[config.mk]
export PLATFORM = sky130hd
export DESIGN_NAME = ramfu_rs
export DESIGN_NICKNAME = d
export VERILOG_FILES = /design/src/rtl/ooo_pkg.sv /design/src/rtl/rs_src_slot.sv /design/src/rtl/ramfu_rs.sv
export SDC_FILE = /design/constraint.sdc
export NUM_CORES = 1
export LEC_CHECK = 0
export ABC_AREA = 1
export CORE_MARGIN = 4
export CORE_UTILIZATION = 40
export DETAILED_ROUTE_END_ITERATION = 6
export GPL_ROUTABILITY_DRIVEN = 0
export SYNTH_ARGS = -nofsm -noshare
export SYNTH_HDL_FRONTEND = slang
export SYNTH_HIERARCHICAL = 1
export SYNTH_SLANG_ARGS = --single-unit
[constraint.sdc]
create_clock -name clk -period 4 [get_ports clk]
set_input_delay 0.6 -clock clk [delete_from_list [all_inputs] [get_ports clk]]
set_output_delay 0.6 -clock clk [all_outputs]
set_load 0.05 [all_outputs]
[src/rtl/ooo_pkg.sv]
// Shared types and constants for the out-of-order issue logic.
// Field widths, flag bit positions, and the reservation-station entry layout
// are defined here, together with the CDB capture rule used by the source
// slots.
package ooo_pkg;

  localparam int DATA_W        = 8;
  localparam int ROBID_W       = 4;
  localparam int FLAG_WRITE_EN = 1;
  localparam int FLAG_NO_CDB   = 7;

  // One source operand: either a valid value, or a ROB tag in val[ROBID_W-1:0].
  typedef struct packed {
    logic              rdy;
    logic [DATA_W-1:0] val;
  } rs_src_t;

  // Entry layout: src[1] is the address, src[0] is the store data.
  typedef struct packed {
    logic [DATA_W-1:0]  operand;
    logic [DATA_W-1:0]  wbs;
    logic [DATA_W-1:0]  flags;
    logic [ROBID_W-1:0] robid;
    rs_src_t [1:0]      src;
  } rs_entry_t;

  // A waiting source whose tag matches a live broadcast picks up the value.
  function automatic rs_src_t src_capture(input rs_src_t            s,
                                          input logic               cv,
                                          input logic [ROBID_W-1:0] id,
                                          input logic [DATA_W-1:0]  cval);
    rs_src_t r;
    r = s;
    if (!s.rdy && cv && (s.val[ROBID_W-1:0] == id)) begin
      r.rdy = 1'b1;
      r.val = cval;
    end
    return r;
  endfunction

endpackage

[src/rtl/rs_src_slot.sv]
// One source operand register of a reservation-station entry.
// A load captures the dispatched rdy/val.  A broadcast that hits the tag in
// the same cycle is captured directly, so no wakeup can be lost.  When no load
// is happening, the slot snoops the CDB and wakes itself on a tag match.
module rs_src_slot
  import ooo_pkg::*;
(
  input  logic               clk,
  input  logic               rst,
  input  logic               load_en,
  input  logic               load_rdy,
  input  logic [DATA_W-1:0]  load_val,
  input  logic               cdb_valid,
  input  logic [ROBID_W-1:0] cdb_id,
  input  logic [DATA_W-1:0]  cdb_val,
  output logic               rdy,
  output logic [DATA_W-1:0]  val
);

  rs_src_t slot_reg;
  rs_src_t slot_next;
  rs_src_t load_src;

  assign load_src = {load_rdy, load_val};

  // Next value: a fresh load takes priority over snooping the held tag.
  always_comb begin
    slot_next = slot_reg;
    if (load_en) begin
      slot_next = src_capture(load_src, cdb_valid, cdb_id, cdb_val);
    end else begin
      slot_next = src_capture(slot_reg, cdb_valid, cdb_id, cdb_val);
    end
  end

  // Slot register, cleared asynchronously by reset.
  always_ff @(posedge clk or negedge rst) begin
    if (!rst) begin
      slot_reg <= '0;
    end else begin
      slot_reg <= slot_next;
    end
  end

  assign rdy = slot_reg.rdy;
  assign val = slot_reg.val;

endmodule

[src/rtl/ramfu_rs.sv]
// In-order reservation station in front of the RAM functional unit.
// It is a circular FIFO of load/store micro-ops.  Only the head may issue,
// which keeps memory operations in program order.  Source operands wake up by
// snooping the CDB.
// Optional build macro: RAMFU_RS_ISSUE_BYPASS_EN.  When it is defined, a fully
// ready dispatch into an empty station issues in the same cycle without being
// stored.
module ramfu_rs
  import ooo_pkg::*;
#(
  parameter int DEPTH = 4  // power of two, at least 2
) (
  input  logic                     clk,
  input  logic                     rst,
  input  logic                     disp_valid,
  output logic                     disp_ready,
  input  logic [7:0]               disp_operand,
  input  logic [7:0]               disp_wbs,
  input  logic [7:0]               disp_flags,
  input  logic [3:0]               disp_robid,
  input  logic [1:0]               disp_src_rdy,
  input  logic [15:0]              disp_src_val,
  input  logic                     cdb_valid,
  input  logic [3:0]               cdb_id,
  input  logic [7:0]               cdb_val,
  input  logic                     flush,
  input  logic                     fu_busy,
  output logic                     input_transmit,
  output logic [7:0]               operand,
  output logic [15:0]              depvals,
  output logic [7:0]               wbs,
  output logic [7:0]               flags,
  output logic [3:0]               robid,
  output logic [$clog2(DEPTH):0]   count
);

  localparam int            AW      = $clog2(DEPTH);
  localparam logic [AW:0]   DEPTH_C = (AW + 1)'(DEPTH);

  logic [DEPTH-1:0]   valid_reg, valid_next;
  logic [AW-1:0]      head_reg, head_next;
  logic [AW-1:0]      tail_reg, tail_next;
  logic [AW:0]        count_reg, count_next;

  logic [DATA_W-1:0]  operand_reg [DEPTH];
  logic [DATA_W-1:0]  wbs_reg     [DEPTH];
  logic [DATA_W-1:0]  flags_reg   [DEPTH];
  logic [ROBID_W-1:0] robid_reg   [DEPTH];

  // Source slots are laid out as entry*2 + source index.
  logic [2*DEPTH-1:0] slot_rdy;
  logic [DATA_W-1:0]  slot_val [2*DEPTH];
  logic [DEPTH-1:0]   load_en;

  logic [AW:0]        head_slot0, head_slot1;
  rs_entry_t          disp_entry;
  rs_entry_t          head_entry;
  logic               head_ok;
  logic               bypass;
  logic               push, pop;

  assign disp_ready = (count_reg < DEPTH_C);
  assign count      = count_reg;

  // Dispatch fields packed into the entry layout, with raw rdy/val per source.
  always_comb begin
    disp_entry         = '0;
    disp_entry.operand = disp_operand;
    disp_entry.wbs     = disp_wbs;
    disp_entry.flags   = disp_flags;
    disp_entry.robid   = disp_robid;
    disp_entry.src[0]  = {disp_src_rdy[0], disp_src_val[7:0]};
    disp_entry.src[1]  = {disp_src_rdy[1], disp_src_val[15:8]};
  end

  assign head_slot0 = {head_reg, 1'b0};
  assign head_slot1 = {head_reg, 1'b1};

  // Head view, assembled from the metadata arrays and the two source slots.
  always_comb begin
    head_entry            = '0;
    head_entry.operand    = operand_reg[head_reg];
    head_entry.wbs        = wbs_reg[head_reg];
    head_entry.flags      = flags_reg[head_reg];
    head_entry.robid      = robid_reg[head_reg];
    head_entry.src[0].rdy = slot_rdy[head_slot0];
    head_entry.src[0].val = slot_val[head_slot0];
    head_entry.src[1].rdy = slot_rdy[head_slot1];
    head_entry.src[1].val = slot_val[head_slot1];
  end

  // Readiness uses registered slot state, so an entry that wakes this cycle
  // cannot issue before the next cycle.
  assign head_ok = valid_reg[head_reg] && head_entry.src[0].rdy && head_entry.src[1].rdy;

`ifdef RAMFU_RS_ISSUE_BYPASS_EN
  rs_entry_t byp_entry;

  // Dispatch with same-cycle CDB capture applied, used only by the bypass path.
  always_comb begin
    byp_entry        = disp_entry;
    byp_entry.src[0] = src_capture(disp_entry.src[0], cdb_valid, cdb_id, cdb_val);
    byp_entry.src[1] = src_capture(disp_entry.src[1], cdb_valid, cdb_id, cdb_val);
  end

  assign bypass = (count_reg == '0) && disp_valid && byp_entry.src[0].rdy &&
                  byp_entry.src[1].rdy && !fu_busy && !flush;
`else
  assign bypass = 1'b0;
`endif

  assign input_transmit = (head_ok || bypass) && !fu_busy && !flush;
  assign pop            = input_transmit && !bypass;
  assign push           = disp_valid && disp_ready && !flush && !bypass;

  // Issue outputs: the head entry (or the bypassed dispatch), zero when idle.
  always_comb begin
    operand = '0;
    wbs     = '0;
    flags   = '0;
    robid   = '0;
    depvals = '0;
    if (input_transmit) begin
      operand = head_entry.operand;
      wbs     = head_entry.wbs;
      flags   = head_entry.flags;
      robid   = head_entry.robid;
      depvals = {head_entry.src[1].val, head_entry.src[0].val};
`ifdef RAMFU_RS_ISSUE_BYPASS_EN
      if (bypass) begin
        operand = byp_entry.operand;
        wbs     = byp_entry.wbs;
        flags   = byp_entry.flags;
        robid   = byp_entry.robid;
        depvals = {byp_entry.src[1].val, byp_entry.src[0].val};
      end
`endif
    end
  end

  // FIFO pointer/occupancy next state.  Flush wins over push and pop.
  always_comb begin
    valid_next = valid_reg;
    head_next  = head_reg;
    tail_next  = tail_reg;
    count_next = count_reg;
    if (flush) begin
      valid_next = '0;
      head_next  = '0;
      tail_next  = '0;
      count_next = '0;
    end else begin
      if (pop) begin
        valid_next[head_reg] = 1'b0;
        head_next            = head_reg + 1'b1;
      end
      if (push) begin
        valid_next[tail_reg] = 1'b1;
        tail_next            = tail_reg + 1'b1;
      end
      case ({push, pop})
        2'b10:   count_next = count_reg + 1'b1;
        2'b01:   count_next = count_reg - 1'b1;
        default: count_next = count_reg;
      endcase
    end
  end

  // FIFO control registers.
  always_ff @(posedge clk or negedge rst) begin
    if (!rst) begin
      valid_reg <= '0;
      head_reg  <= '0;
      tail_reg  <= '0;
      count_reg <= '0;
    end else begin
      valid_reg <= valid_next;
      head_reg  <= head_next;
      tail_reg  <= tail_next;
      count_reg <= count_next;
    end
  end

  // Entry metadata is written at tail.  No reset is needed because the valid
  // bits gate every use of it.
  always_ff @(posedge clk) begin
    if (push) begin
      operand_reg[tail_reg] <= disp_entry.operand;
      wbs_reg[tail_reg]     <= disp_entry.wbs;
      flags_reg[tail_reg]   <= disp_entry.flags;
      robid_reg[tail_reg]   <= disp_entry.robid;
    end
  end

  for (genvar gi = 0; gi < DEPTH; gi++) begin : g_entry
    assign load_en[gi] = push && (tail_reg == AW'(gi));
    for (genvar gs = 0; gs < 2; gs++) begin : g_src
      rs_src_slot u_slot (
        .clk       (clk),
        .rst       (rst),
        .load_en   (load_en[gi]),
        .load_rdy  (disp_entry.src[gs].rdy),
        .load_val  (disp_entry.src[gs].val),
        .cdb_valid (cdb_valid),
        .cdb_id    (cdb_id),
        .cdb_val   (cdb_val),
        .rdy       (slot_rdy[2*gi+gs]),
        .val       (slot_val[2*gi+gs])
      );
    end
  end

endmodule

==> results.sh, run 1 <==
export IMPL_grt_overflow=0
export IMPL_regToRegEndpoint="g_entry[3].g_src[0].u_slot/val[6]"
export IMPL_cts_resized_gates=0
export IMPL_cts_max_level=4
export IMPL_wl_um=30540
export IMPL_ys_seq_area_share_pct=48.09
export IMPL_via_count=9413
export IMPL_drtIter0Drc=852
export IMPL_grt_start_max_net_pins=93
export IMPL_worstSetupPathType="reg2out"
export IMPL_cts_inserted_buffers=17
export IMPL_rrSetupSlack_ns=1.57
export IMPL_power_leakage_nw=5.969
export IMPL_antenna_found_initial=0
export IMPL_grt_setup_unrepaired="no"
export IMPL_cts_setup_buffers=0
export IMPL_die_w_um=176.2
export IMPL_hold_viol_final=0
export IMPL_slowest_stage="buf_4"
export IMPL_r2r_cells=7
export IMPL_drv_slew=0
export IMPL_grt_pass1_wl_um=49580
export IMPL_powerDensity_nw_per_um2=454.1
export IMPL_slew_headroom_pct=24.13
export IMPL_ctsRootBufferMaster="clkbuf_16"
export IMPL_worstMarginPinSlew_ns=1.135
export IMPL_cts_hold_buffers=0
export IMPL_timing_rr_start="count[2]"
export IMPL_synthTopCellsByArea="edfxtp_1, dfrtp_1, nand2_1"
export IMPL_fin_tns_setup_ns=0
export IMPL_synth_area_um2=11310
export IMPL_placementRows=61
export IMPL_crit_required_ns=3.40
export IMPL_clock_sinks=195
export IMPL_critPathMaxFanout=72
export IMPL_viasPerCell=4.986
export IMPL_hold_class="in2async"
export IMPL_finalSetupViolCount=0
export IMPL_core_area_um2=27860
export IMPL_track_usage_pct=20.08
export IMPL_clkLatencyLatePin_ns=0.44
export IMPL_cpPeakStageDelay_ns=0.71
export IMPL_ys_warn_count=6
export IMPL_die_h_um=176.2
export IMPL_dp_hpwl_um=20710
export IMPL_cts_max_path_buffers=2
export IMPL_area_delta_synth_final_pct=22.55
export IMPL_synth_net_count=1466
export IMPL_ir_worst_vdd_mv=0.3255
export IMPL_yosysTopAreaCell="edfxtp_1"
export IMPL_dr_pass1_iters=5
export IMPL_nNetsFinal=1570
export IMPL_drc_errors=0
export IMPL_final_area_um2=13860
export IMPL_synthArstFlopShare_pct=42.56
export IMPL_diodes=0
export IMPL_dieArea_um2=31030
export IMPL_syn_inst=1393
export IMPL_placed_cell_area_um2=13240
export IMPL_crit_arrival_ns=2.77
export IMPL_max_freq_mhz=296.9
export IMPL_cts_tree="built"
export IMPL_largest_register_ffs=64
export IMPL_power_mw=6.295
export IMPL_numPortBuffers=112
export IMPL_cp_cell_sequence="buf_4 -> nor2_1 -> nor2_1 -> o21ai_0 -> a21oi_1 -> buf_12"
export IMPL_start_util_pct=40.61
export IMPL_critPathLaunchType="flip-flop"
export IMPL_routedWlPerCell_um=16.17
export IMPL_crit_buf_inv=2
export IMPL_end_kind="output pin"
export IMPL_yosys_top_cells_count="nand2_1, nand3_1, nor2_1"
export IMPL_ant_nets=0
export IMPL_syn_avg_cell_area_um2=8.121
export IMPL_cap_violations=0
export IMPL_yosys_register_bits=195
export IMPL_io_pins=113
export IMPL_synth_top_area_share_pct=29.73
export IMPL_synth_flop_cell="edfxtp_1"
export IMPL_drive_above_1_share_pct=13.38
export IMPL_synth_most_common_cell="nand2_1"
export IMPL_status="completed"
export IMPL_clkSlewWorstSetupHoldPaths_ns=0.08
export IMPL_timing_hold_ws_ns=0.2344
export IMPL_crit_family="buffers and inverters"
export IMPL_timing_final_crit_share_pct=84.19
export IMPL_grt_pass1_vias=8915
export IMPL_synth_cell_types=30
export IMPL_fin_worst_skew_ns=0.01141
export IMPL_synth_edff_count=112
export IMPL_fin_crit_ns=3.368
export IMPL_crit_top_cell="nor2_1"
## layout make-up
cell class	instances	area, µm²
sequential	195	5443
clock inverter	15	201.4
inverter	198	743.2
multi-input combinational	957	4838
clock buffer	17	425.4
fill	2644	13990
tap	378	473.0
timing repair buffer	128	1739
## worst max-delay path by stage
stage / to / from / cells after the start
after floorplan: g_entry[0].g_src[0].u_slot/val[1] / count[2] / 9
after global placement: g_entry[3].g_src[0].u_slot/val[3] / disp_valid / 9
after detailed placement: g_entry[3].g_src[0].u_slot/val[3] / disp_valid / 9
after CTS: wbs[0] / head_reg[0] / 6
after global routing: depvals[14] / head_reg[0] / 6
final: wbs[0] / head_reg[0] / 6
## metal layers
layer | wire length (µm) | global-route usage [%] | vias up
met5 | 0 | 0 | -
met4 | 395 | 4.386 | 0
met3 | 1870 | 3.148 | 25
met2 | 14340 | 32.41 | 286
met1 | 13930 | 28.77 | 4379
li1 | - | - | 4723
## metrics by stage
step | worst slack [ns] | utilization [%] | cells
4_1_cts | 0.6184 | 49.76 | 1888
3_5_place_dp | 0.9353 | 47.51 | 1856
5_1_grt | 0.3911 | 49.76 | 1888
2_1_floorplan | 0.9075 | - | 1393
6_report | 0.6322 | 49.76 | 1888
3_3_place_gp | 1.007 | 47.51 | 1856
## kinds of logic (layout without fill, tap and decap cells)
kind of cell	Yosys count	count (layout)	share of synthesized area, %
AND/OR/NAND/NOR	782	782	33.67
buffers and inverters	241	358	9.401
flip-flops	195	195	48.09
AO/OA/AOI/OAI	158	158	7.156
adder cells (fa/ha/maj)	9	9	1.062
XOR/XNOR	8	8	0.6194
## power breakdown
| group | total, mW | switching, mW | internal (mW) |
|---|---|---|---|
| Combinational | 1.67 | 1.03 | 0.637 |
| Clock | 1.82 | 0.852 | 0.967 |
| Sequential | 2.81 | 0.320 | 2.49 |
## worst register-to-register path, delay by kind of cell, from the launching register on
kind	cells	cell delay (ns)
and+or+nand+nor	6	1.65
DFF	1	0.43
buffers and inverters	1	0.28
## layout by cell type (no fill, tap or decap), types with 9 or more instances in the layout
cell type,Yosys,routed
a21oi_1,52,52
buf_12,8,49
buf_4,2,13
clkbuf_16,0,17
clkdlybuf4s50_1,0,66
clkinv_1,65,65
dfrtp_1,83,81
edfxtp_1,112,112
inv_1,115,114
inv_2,18,19
nand2_1,285,285
nand2_2,9,9
nand3_1,209,209
nand3_4,17,17
nor2_1,207,203
nor2_2,24,24
nor2_4,9,13
o21ai_0,91,91
o21ai_1,10,10
No activity file was read; power rests on OpenSTA's default activity.
==> inputs of run 2 (changes only) <==
Clock period 4 ns to 3.18 ns, I/O delays scaled along.
==> run 2 against run 1 <==
- power is 25% higher
- global-route usage up 0.38 points
- combinational power up 29%
- register-to-register slack got worse by 0.65 ns
- final cell count increased by 0.74%
- clock power up 21%
- die area unchanged
- cell area increased by 0.91%
- via count increased by 0.68%
- routed wire length is 1.6% higher
- largest cell class unchanged
==> results.sh, run 2 (synthesis results as in run 1) <==
export IMPL_start_util_pct=40.61
export IMPL_cts_setup_buffers=0
export IMPL_status="completed"
export IMPL_netSwitchingFraction_pct=35.24
export IMPL_numPortBuffers=112
export IMPL_end_kind="output pin"
export IMPL_combPwrFrac_pct=27.3
export IMPL_cap_violations=0
export IMPL_grt_pass1_wl_um=50010
export IMPL_antenna_found_initial=0
export IMPL_final_common_cell="nand2_1"
export IMPL_final_cells=1902
export IMPL_die_w_um=176.2
export IMPL_placementRows=61
export IMPL_final_cell_mix="nand2_1, nand3_1, nor2_1, inv_1, edfxtp_1"
export IMPL_grt_setup_unrepaired="no"
export IMPL_track_usage_pct=20.46
export IMPL_power_leakage_nw=6.031
export IMPL_met2_usage_pct=32.49
export IMPL_diodes=0
export IMPL_p_sw_mw=2.766
export IMPL_largest_register_ffs=64
export IMPL_clock_sinks=195
export IMPL_hold_class="in2async"
export IMPL_cts_hold_buffers=0
export IMPL_worstMarginPinSlew_ns=0.7830
export IMPL_wl_um=31020
export IMPL_cts_max_level=4
export IMPL_area_delta_synth_final_pct=23.67
export IMPL_ant_nets=0
export IMPL_drv_slew=0
export IMPL_fin_worst_skew_ns=0.01458
export IMPL_drtIter0Drc=750
export IMPL_clkSlewWorstSetupHoldPaths_ns=0.08
export IMPL_seqCellArea_um2=5443
export IMPL_viasPerCell=4.983
export IMPL_finalSetupViolCount=0
export IMPL_grt_overflow=0
export IMPL_worstSetupPathType="reg2out"
export IMPL_routedWlPerCell_um=16.31
export IMPL_timing_final_crit_share_pct=94.05
export IMPL_dr_pass1_iters=7
export IMPL_cts_inserted_buffers=17
export IMPL_crit_required_ns=2.70
export IMPL_slew_headroom_pct=47.80
export IMPL_core_area_um2=27860
export IMPL_crit_arrival_ns=2.51
export IMPL_gr_max_usage_layer="met2"
export IMPL_nNetsFinal=1584
export IMPL_via_count=9477
export IMPL_dieArea_um2=31030
export IMPL_grt_start_max_net_pins=93
export IMPL_dp_cells=1870
export IMPL_fin_crit_ns=2.991
export IMPL_dp_hpwl_um=21410
export IMPL_powerDensity_nw_per_um2=561.1
export IMPL_io_pins=113
export IMPL_critPathLaunchType="flip-flop"
export IMPL_grt_pass1_vias=9108
export IMPL_cts_tree="built"
export IMPL_clkPwrFrac_pct=28.2
export IMPL_utilization_pct=50.22
export IMPL_drive_above_1_share_pct=14.17
export IMPL_power_internal_mw=5.083
export IMPL_critPathMaxFanout=37
export IMPL_n_fill_cell=2638
export IMPL_ctsRootBufferMaster="clkbuf_16"
export IMPL_hold_viol_final=0
export IMPL_drc_errors=0
export IMPL_cts_max_path_buffers=2
export IMPL_max_freq_mhz=334.4
export IMPL_fin_tns_setup_ns=0
export IMPL_multi_input_area_um2=4838
export IMPL_die_h_um=176.2
export IMPL_cts_resized_gates=0
export IMPL_pwr_share_seq_pct=44.5
export IMPL_ir_worst_vdd_mv=0.3659
export IMPL_grtUsageMet1_pct=28.77
export IMPL_grtUsageMet3_pct=3.533
export IMPL_clkLatencyLatePin_ns=0.44
run 2: path summary, 6_finish.rpt:
kind / cells past startpoint / startpoint / endpoint / slack [ns]
min in group clk: 1 / valid_reg[0] / valid_reg[0] / 0.53
max reg2reg: 9 / head_reg[1] / count[2] / 0.92
max: 6 / head_reg[1] / robid[3] / 0.19
max in group asynchronous: 2 / rst / g_entry[0].g_src[0].u_slot/val[0] / 2.33
min reg2reg: 1 / valid_reg[0] / valid_reg[0] / 0.53
min: 1 / rst / count[2] / 0.11
run 2: per-layer routing:
layer / up-vias / wire, µm
met2: 277 / 14480
met1: 4416 / 14180
met4: 0 / 644
met5: - / 0
met3: 55 / 1724
li1: 4729 / -
run 2: power by group through the flow:
stage	logic (mW)	clock network, mW	registers (mW)
2_1_floorplan	1.57	0	3.41
3_3_place_gp	2.12	0	3.52
3_5_place_dp	2.15	0	3.53
4_1_cts	2.17	2.25	3.48
5_1_grt	2.48	2.36	3.55
6_report	2.15	2.21	3.49
run 2: through the flow:
stage	power (mW)	setup WS, ns	cell area [µm²]	hold slack [ns]
2_1_floorplan	4.982	0.08750	11310	0.1814
3_3_place_gp	5.640	0.5546	13380	0.5052
3_5_place_dp	5.685	0.5140	13380	0.5130
4_1_cts	7.901	0.1162	13990	0.1317
5_1_grt	8.387	0.01377	13990	0.1589
6_report	7.849	0.1892	13990	0.1099
run 2: layout make-up:
type | count | share of cell area [%]
tap | 378 | 3.381
clock inverter | 15 | 1.324
inverter | 198 | 5.313
sequential | 195 | 38.91
timing repair buffer | 142 | 13.45
clock buffer | 17 | 3.041
multi-input combinational | 957 | 34.59
run 2: critical path: stages, from the launching register on:
cell and delay (ns):
dfrtp_2 0.52, inv_2 0.43, nand3_2 0.23, nand4_4 0.12, buf_4 0.37, a21oi_1 0.17
buf_12 0.19
==> inputs of run 3 (changes only) <==
Settings changed: CORE_MARGIN 4 to 2, GPL_ROUTABILITY_DRIVEN 0 to 1, SKIP_CTS_REPAIR_TIMING set to 1.
==> run 3 against run 2 <==
- global-route usage rose by 0.84 points
- clock skew fell by 0.0026 ns
- largest cell class unchanged
- critical path type unchanged
- highest routed layer unchanged
- clock power fell by 3%
- sequential power barely moved
- sequential cell count did not move
- critical endpoint is now wbs[0]
==> results.sh, run 3 (synthesis results as in run 1) <==
export IMPL_timing_final_crit_share_pct=90.87
export IMPL_viasPerCell=4.948
export IMPL_critPathLaunchType="flip-flop"
export IMPL_timing_hold_ws_ns=0.03985
export IMPL_drv_slew=0
export IMPL_cts_inserted_buffers=17
export IMPL_clkLatencyLatePin_ns=0.44
export IMPL_nNetsFinal=1585
export IMPL_dr_pass1_iters=7
export IMPL_pwr_share_seq_pct=45.0
export IMPL_clkSlewWorstSetupHoldPaths_ns=0.07
export IMPL_crit_arrival_ns=2.41
export IMPL_grt_start_max_net_pins=69
export IMPL_power_leakage_nw=6.027
export IMPL_dieArea_um2=29640
export IMPL_end_kind="output pin"
export IMPL_grt_setup_unrepaired="no"
export IMPL_ctsRootBufferMaster="clkbuf_16"
export IMPL_power_mw=7.757
export IMPL_drive_above_1_share_pct=14.17
export IMPL_start_util_pct=40.72
export IMPL_clock_sinks=195
export IMPL_fin_crit_ns=2.890
export IMPL_crit_required_ns=2.70
export IMPL_grt_pass1_vias=8958
export IMPL_final_cells=1902
export IMPL_ir_worst_vdd_mv=0.3788
export IMPL_antenna_found_initial=0
export IMPL_hold_viol_final=0
export IMPL_die_h_um=172.2
export IMPL_final_common_cell="nand2_1"
export IMPL_clkPwrFrac_pct=27.6
export IMPL_slew_headroom_pct=57.84
export IMPL_final_cell_mix="nand2_1, nand3_1, nor2_1, inv_1, edfxtp_1"
export IMPL_io_pins=113
export IMPL_worstSetupPathType="reg2out"
export IMPL_area_delta_synth_final_pct=23.27
export IMPL_track_usage_pct=21.30
export IMPL_dp_cells=1871
export IMPL_cts_max_level=4
export IMPL_placementRows=61
export IMPL_finalWeightedCongestion=0.8378
export IMPL_worstMarginPinSlew_ns=0.6324
export IMPL_cap_violations=0
export IMPL_dp_hpwl_um=20740
export IMPL_p_sw_mw=2.694
export IMPL_diodes=0
export IMPL_status="completed"
export IMPL_fin_tns_setup_ns=0
export IMPL_dpl_worst_slack_ns=0.5390
export IMPL_hold_class="in2async"
export IMPL_via_count=9412
export IMPL_die_w_um=172.2
export IMPL_fin_worst_skew_ns=0.01199
export IMPL_largest_register_ffs=64
export IMPL_postLayoutSetupSlackWorst_ns=0.2903
export IMPL_multi_input_area_um2=4838
export IMPL_seqCellArea_um2=5443
export IMPL_max_freq_mhz=346.1
export IMPL_cts_max_path_buffers=2
export IMPL_powerDensity_nw_per_um2=556.3
export IMPL_routedWlPerCell_um=15.91
export IMPL_power_internal_mw=5.063
export IMPL_finalSetupViolCount=0
export IMPL_numPortBuffers=112
export IMPL_ant_nets=0
export IMPL_drtIter0Drc=647
export IMPL_core_area_um2=27780
export IMPL_grt_pass1_wl_um=48710
export IMPL_n_fill_cell=2678
export IMPL_wl_um=30260
export IMPL_combPwrFrac_pct=27.4
export IMPL_grt_overflow=0
export IMPL_drc_errors=0
export IMPL_cts_tree="built"
export IMPL_critPathMaxFanout=45
export IMPL_netSwitchingFraction_pct=34.73
==> run 3: cell types whose count changed in the layout (fill, tap and decap cells not counted) <==
cell        previous run  this run
buf_12                52        50
buf_4                 24        27
clkinv_4               1         3
clkinv_8               3         0
clkinvlp_4             2         1
inv_2                 19        18
inv_4                  0         1
inv_6                  3         4
==> run 3: area by class of cell <==
cell class	count	area share, %
inverters	198	5.348
multi-input cells	957	34.70
repair buffers	143	13.37
clock buffers	17	3.051
clock inverters	14	1.113
flip-flops and latches	195	39.03
well taps	378	3.392
==> run 3: metrics by stage <==
step | instance area, µm² | utilization [%]
detailed placement | 13360 | 48.09
CTS | 13940 | 50.18
global route | 13940 | 50.19
floorplan | 11310 | -
global placement | 13360 | 48.09
finish | 13940 | 50.19
==> run 3: worst paths after layout <==
| path | start | endpoint | slack, ns | depth (start not counted) |
|---|---|---|---|---|
| worst max-delay path | head_reg[0] | wbs[0] | 0.29 | 6 |
| worst min-delay path | rst | count[2] | 0.04 | 1 |
| worst max register to register | head_reg[1] | count[2] | 0.99 | 9 |
| worst min register to register | valid_reg[2] | valid_reg[2] | 0.53 | 1 |
| max in group asynchronous | rst | g_entry[3].g_src[1].u_slot/val[6] | 2.38 | 2 |
| min in group clk | valid_reg[2] | valid_reg[2] | 0.53 | 1 |
==> run 3: power groups by stage <==
stage	Combinational, mW	Clock (mW)	Sequential (mW)
after CTS	2.14	2.19	3.48
final	2.12	2.14	3.49
after global placement	2.09	0	3.52
after detailed placement	2.13	0	3.53
after global routing	2.45	2.30	3.54
after floorplan	1.57	0	3.41
==> run 3: critical path: stages, from the launching register on <==
cell and delay (ns):
dfrtp_2 0.61, buf_4 0.52, nor2_1 0.10, nor2_1 0.10, o21ai_0 0.14, a21oi_1 0.31, buf_12 0.18
==> run 3: per-layer routing <==
metal,up-vias,GRT usage (%),routed length (µm)
met5,-,0,0
met4,0,4.896,403
met3,30,3.067,1312
met2,215,35.43,14510
met1,4433,29.53,14030
li1,4734,-,-
